<file path="src/rtl/rotary_input_filter_if.sv">
// Encoder pin bundle: raw A/B in, filtered levels and edge pulses out.
// NEGROTAF exists only when ROT_FALL_PULSE_EN is defined.
interface rotary_input_filter_if;
  logic ROTA;
  logic ROTB;
  logic ROTAF;
  logic ROTBF;
  logic POSROTAF;
`ifdef ROT_FALL_PULSE_EN
  logic NEGROTAF;
`endif

  modport master (
    output ROTA, ROTB,
    input  ROTAF, ROTBF, POSROTAF
`ifdef ROT_FALL_PULSE_EN
    , input NEGROTAF
`endif
  );

  modport slave (
    input  ROTA, ROTB,
    output ROTAF, ROTBF, POSROTAF
`ifdef ROT_FALL_PULSE_EN
    , output NEGROTAF
`endif
  );
endinterface

</file>
<file path="src/rtl/rotary_input_filter.sv">
// Rotary encoder front end: 2-flop sync + per-channel debounce, A rise pulse.
// Optional ROT_FALL_PULSE_EN adds a registered A fall pulse (NEGROTAF).
module rotary_input_filter_chan #(
  parameter int DEB_CYCLES = 5000,
  parameter int CNT_W      = 13
) (
  input  logic CLK,
  input  logic RST,
  input  logic raw,
  output logic filt,
  output logic flip
);
  localparam logic [CNT_W-1:0] TERM = CNT_W'(DEB_CYCLES - 1);

  logic             s1, s2;
  logic [CNT_W-1:0] cnt;

  // High in the cycle the filtered level is about to adopt the synced level.
  assign flip = (s2 != filt) && (cnt == TERM);

  always_ff @(posedge CLK) begin
    if (RST) begin
      s1   <= 1'b0;
      s2   <= 1'b0;
      cnt  <= '0;
      filt <= 1'b0;
    end else begin
      s1 <= raw;
      s2 <= s1;
      if (s2 == filt) begin
        cnt <= '0;
      end else if (flip) begin
        filt <= s2;
        cnt  <= '0;
      end else begin
        cnt <= cnt + 1'b1;
      end
    end
  end
endmodule

module rotary_input_filter #(
  parameter int DEB_CYCLES = 5000,
  parameter int CNT_W      = 13
) (
  input logic                 CLK,
  input logic                 RST,
  rotary_input_filter_if.slave rot
);
  logic [1:0] raw, filt, flip;
  logic       pos;

  assign raw = {rot.ROTB, rot.ROTA};

  rotary_input_filter_chan #(
    .DEB_CYCLES (DEB_CYCLES),
    .CNT_W      (CNT_W)
  ) u_chan [1:0] (
    .CLK  (CLK),
    .RST  (RST),
    .raw  (raw),
    .filt (filt),
    .flip (flip)
  );

  // B edges carry no pulse; downstream only samples ROTBF on the A rise.
  logic unused_flip_b;
  assign unused_flip_b = flip[1];

`ifdef ROT_FALL_PULSE_EN
  logic neg;
  always_ff @(posedge CLK) begin
    if (RST) begin
      pos <= 1'b0;
      neg <= 1'b0;
    end else begin
      pos <= flip[0] & ~filt[0];
      neg <= flip[0] &  filt[0];
    end
  end
  assign rot.NEGROTAF = neg;
`else
  always_ff @(posedge CLK) begin
    if (RST) pos <= 1'b0;
    else     pos <= flip[0] & ~filt[0];
  end
`endif

  assign rot.ROTAF    = filt[0];
  assign rot.ROTBF    = filt[1];
  assign rot.POSROTAF = pos;
endmodule

</file>
<file path="src/flat_wrapper.sv">
// flat-port wrapper written by rule: the top's interface ports become plain ports
module rotary_input_filter_flat 
#(
  parameter int DEB_CYCLES = 5000,
  parameter int CNT_W      = 13
)
  (CLK, RST, rot_ROTA, rot_ROTB, rot_ROTAF, rot_ROTBF, rot_POSROTAF);
  rotary_input_filter_if rot_i ();
  input logic CLK;
  input logic RST;
  input wire logic [$bits(rot_i.ROTA)-1:0] rot_ROTA;
  input wire logic [$bits(rot_i.ROTB)-1:0] rot_ROTB;
  output wire logic [$bits(rot_i.ROTAF)-1:0] rot_ROTAF;
  output wire logic [$bits(rot_i.ROTBF)-1:0] rot_ROTBF;
  output wire logic [$bits(rot_i.POSROTAF)-1:0] rot_POSROTAF;
  assign rot_i.ROTA = rot_ROTA;
  assign rot_i.ROTB = rot_ROTB;
  assign rot_ROTAF = rot_i.ROTAF;
  assign rot_ROTBF = rot_i.ROTBF;
  assign rot_POSROTAF = rot_i.POSROTAF;
  rotary_input_filter #(.DEB_CYCLES(DEB_CYCLES), .CNT_W(CNT_W)) u_core (.CLK(CLK), .RST(RST), .rot(rot_i));
endmodule
</file>
<file path="config.mk">
export PLATFORM = sky130hd
export DESIGN_NAME = rotary_input_filter_flat
export DESIGN_NICKNAME = d
export VERILOG_FILES = /design/src/rtl/rotary_input_filter_if.sv /design/src/rtl/rotary_input_filter.sv /design/src/flat_wrapper.sv
export SDC_FILE = /design/constraint.sdc
export NUM_CORES = 1
export LEC_CHECK = 0
export ABC_AREA = 1
export CORE_ASPECT_RATIO = 2
export CORE_MARGIN = 3
export CORE_UTILIZATION = 45
export DETAILED_ROUTE_END_ITERATION = 12
export GPL_ROUTABILITY_DRIVEN = 0
export PLACE_DENSITY = 0.71
export SETUP_SLACK_MARGIN = 0.05
export SYNTH_ARGS = -nofsm -noshare
export SYNTH_HDL_FRONTEND = slang
export SYNTH_SLANG_ARGS = --single-unit
</file>
<file path="constraint.sdc">
create_clock -name CLK -period 1.3 [get_ports CLK]
set_input_delay 0.39 -clock CLK [delete_from_list [all_inputs] [get_ports CLK]]
set_output_delay 0.39 -clock CLK [all_outputs]
set_load 0.1 [all_outputs]
</file>
==> metrics.md <==
| Metric | Value |
|---|---|
| Post-synthesis register bit count | 33 |
| Chip height | about 90 um |
| Worst Setup SP | u_core.u_chan[1].cnt[0]$_SDFF_PP0_ |
| Worst Tran Pin Value | 0.2844 ns |
| Crit Path Class | reg -> reg |
| Status | complete, no violations |
| N_diodes | 0 |
| Vias | 1496 |
| Clock Pin Slew Worst Setup and Hold Paths | 0.06 ns |
| Fin util | between 60% and 70% |
| Clock Skews | 0.002551 ns |
| GR Overflow Total | 0 |
| Slowest cell on crit path | dfxtp_2 |
| First-pass GRT wire length | 6230 um |
| Simple-gate share of the synthesized area | about two fifths |
| Reg2reg setup slack | 0.05 ns |
| Crit. End Element | register |
| Initial Utilization | 47.11% |
| RSZ-0062 raised after global routing | true |
| CTS Buf Count | 5 |
| Die area | 4329 um2 |
| Synth Area in XOR/XNOR | 5.503% |
| CTS tree | built |
| Syn Inst Count | 225 |
| Largest net degree at the start of global routing | 13 |
| Clock Latency Late Sink | 0.28 ns |
| Power share of the sequential group | 54.3% |
| Remaining antenna violation count | 0 |
| EDFF count, synth | 0 |
| Layout area overhead | 35.22% |
| Clock Sinks | 33 |
| Antenna violations before repair | 0 |
| Arr. time, crit path | 1.43 ns |
| Top cell family by delay on the critical path | simple AND/OR/NAND/NOR gates |
| DP Wirelength | 2562 um |
| Critical path endpoint | u_core.u_chan[1].cnt[10]$_SDFF_PP0_ |
| Max-Cap Viols | 0 |
| Largest family of logic cells by synthesized area | simple AND/OR/NAND/NOR gates |
| Synth area leaders | dfxtp_1, nor2_1, nand2_1 |
| Reg-to-Reg Start | u_core.u_chan[1].cnt[0]$_SDFF_PP0_ |
| Port-buffer cells | 6 |
| Sw Pwr | 0.4045 mW |
| Wirelength per Cell | 13.29 um |
| Max VDD drop | 0.0007642 V |
| Final Max Tran Viols | 0 |
| Syn nets | roughly 230 |
| CP Cell Sequence | ha_4 -> nand2_4 -> buf_6 -> nor2_4 -> buf_6 -> nand4_1 -> nand2_1 -> nor2_2 |
| Adder-cell area share of the yosys netlist | around 1.6% |
| Worst Hold Class | reg -> reg |
| Compound-Gate Fraction of Synth Area | 4.560% |
| Via density | 5.176 |
| Vias in the first global route | 1524 |
| Post-synth top cells | nor2_1, nand2_1, dfxtp_1 |
| IO Count | 7 |
| Max clock buf depth | 2 |
| Type of origin of the critical path | register |
| CP Max Fanout | 4 |
| Fillers | 295 |
| Peak Freq | 800.6 MHz |
| Die W | 48.05 um |
| Worst EP required | 1.48 ns |
| Bufs and invs on worst path | 2 |
| Post-synth top area cell | dfxtp_1 |
| Mux cell area share after synthesis | 0% |
| Share of layout cells above drive strength 1 | 35.80% |
| CP Depth | 8 |
| WL final | 3840 um |
| Finished Layout Cells | 289 |
| Leak Pwr | 0.7571 nW |
| Initial drt markers | 20 |
| Fin crit period | around 1.2 ns |
| Combinational Power Share | under 10% |
| Row cnt | 30 |
| Sw Ratio | 21.57% |
| Final Hold Vio Count | 0 |
| Residual DRC | 0 |
| Worst reg-to-reg path cell count | 8 |
| Htree depth | 2 |
| Final setup viols | 0 |
| DP Cell Count | 276 |
| Total Routing Usage GR | between 10% and 20% |
| Predominant post-synthesis flop cell | dfxtp_1 |
| Core area | 3378 um2 |
| Top cell by count, worst path | buf_6 |
| Slew margin rel. | 81.01% |
| Yosys Warn Count | 0 |
| Most frequent cell after synthesis | nor2_1 |
| Drt pass-1 iters | 4 |
| Synth Area per Inst | 7.073 um2 |
| Clock share of power | 42.5% |
| Post-synth ARST share | 0% |
| P_int | 1.471 mW |
| Post-synthesis sequential area ratio | 41.51% |
| R2r endpoint | u_core.u_chan[1].cnt[10]$_SDFF_PP0_ |
| Yosys cell types | 24 |
| Nets@finish | around 260 |
| Slowest stage delay, CP | 0.36 ns |
| Top cell type's share of synthesized area | 41.51% |
| PwrDens | 871.3 nW/um2 |
| Root buffer cell | clkbuf_8 |
| Cell Area, Synth | around 1600 um2 |
| Period Utilization, post-route | between 90 and 100% |
stage by stage:
step           hold slack [ns]  worst slack [ns]  instance area [um2]  total power [mW]  setup TNS [ns]
2_1_floorplan           0.3883           0.05452                 1608             1.066               0
3_3_place_gp            0.3913           -0.1583                 1836             1.086          -3.164
3_5_place_dp            0.4032           -0.1904                 1836             1.087          -3.680
4_1_cts                 0.4123           0.01315                 1991             1.882               0
5_1_grt                 0.4316          -0.01885                 2152             1.933        -0.04832
6_report                0.4109           0.05098                 2152             1.875               0
repair_timing:
item,in CTS,in global routing
endpoints found under the setup margin,25,27
buffers inserted,1,2
hold endpoints to repair,0,0
hold buffers,0,0
resized for setup,15,38
gates cloned,1,1
pin swaps,7,15
power groups by stage:
stage / sequential (mW) / clock [mW] / combinational [mW]
finish: 1.02 / 0.796 / 0.0604
global placement: 1.04 / 0 / 0.0459
global route: 1.02 / 0.848 / 0.0662
floorplan: 1.04 / 0 / 0.0262
detailed placement: 1.04 / 0 / 0.0466
CTS: 1.02 / 0.814 / 0.0504
registers in the layout, indices dropped and copies added, names as in the netlist:
signal / count
u_core.u_chan.s2: 2
u_core.rot.POSROTAF: 1
u_core.u_chan.filt: 2
u_core.u_chan.cnt: 26
u_core.u_chan.s1: 2
tightest hold or removal path, stage by stage (launching register included):
cell	delay, ns
dfxtp_1	0.30
inv_1	0.04
nor2_1	0.03
layout by cell type (no fill, tap or decap), types with 3 or more instances in the layout:
cell / instances
nor2_2: 12
dfxtp_1: 22
xor2_1: 5
a21oi_2: 4
dfxtp_2: 9
buf_12: 3
nand2_4: 6
nand4_1: 4
nand2_1: 42
xnor2_1: 4
nor2_1: 38
nor2_4: 10
nand3_1: 12
nand2_2: 9
inv_2: 5
buf_4: 17
a21oi_1: 6
clkbuf_8: 6
inv_1: 20
how the worst min path moves through the flow:
stage	slack, ns	start	endpoint	cells after the start
2_1_floorplan	0.39	u_core.u_chan[0].s1$_SDFF_PP0_	u_core.u_chan[0].s2$_SDFF_PP0_	2
3_5_place_dp	0.40	u_core.u_chan[1].s1$_SDFF_PP0_	u_core.u_chan[1].s2$_SDFF_PP0_	2
5_1_grt	0.43	u_core.u_chan[1].s1$_SDFF_PP0_	u_core.u_chan[1].s2$_SDFF_PP0_	2
6_report	0.41	u_core.u_chan[1].s1$_SDFF_PP0_	u_core.u_chan[1].s2$_SDFF_PP0_	2
3_3_place_gp	0.39	u_core.u_chan[1].s1$_SDFF_PP0_	u_core.u_chan[1].s2$_SDFF_PP0_	2
4_1_cts	0.41	u_core.u_chan[1].s1$_SDFF_PP0_	u_core.u_chan[1].s2$_SDFF_PP0_	2
cell type report:
cell class	instances	area, um2	share of cell area, %
Inverter	25	93.84	4.360
Tap cell	32	40.04	1.860
Clock buffer	8	90.09	4.186
Multi-Input combinational cell	166	1006	46.74
Sequential cell	33	679.4	31.57
Timing Repair Buffer	25	242.7	11.28
layer usage:
metal  track usage, %  part of all wire [%]  routed length [um]  vias to the layer above
met4            9.663                   2.7                 103                        0
met2            34.73                    61                2348                       20
met3            5.812                   1.9                  74                       14
met1            17.68                    34                1313                      701
met5                0                     0                   0                        -
li1                 -                     -                   -                      761
cells by family after synthesis:
| kind of cell | Yosys count |
|---|---|
| simple gates | 140 |
| flops | 33 |
| buf+inv | 28 |
| compound gates | 12 |
| xor+xnor | 10 |
| fa+ha+maj | 2 |
Power figures use the tool's default switching activity.
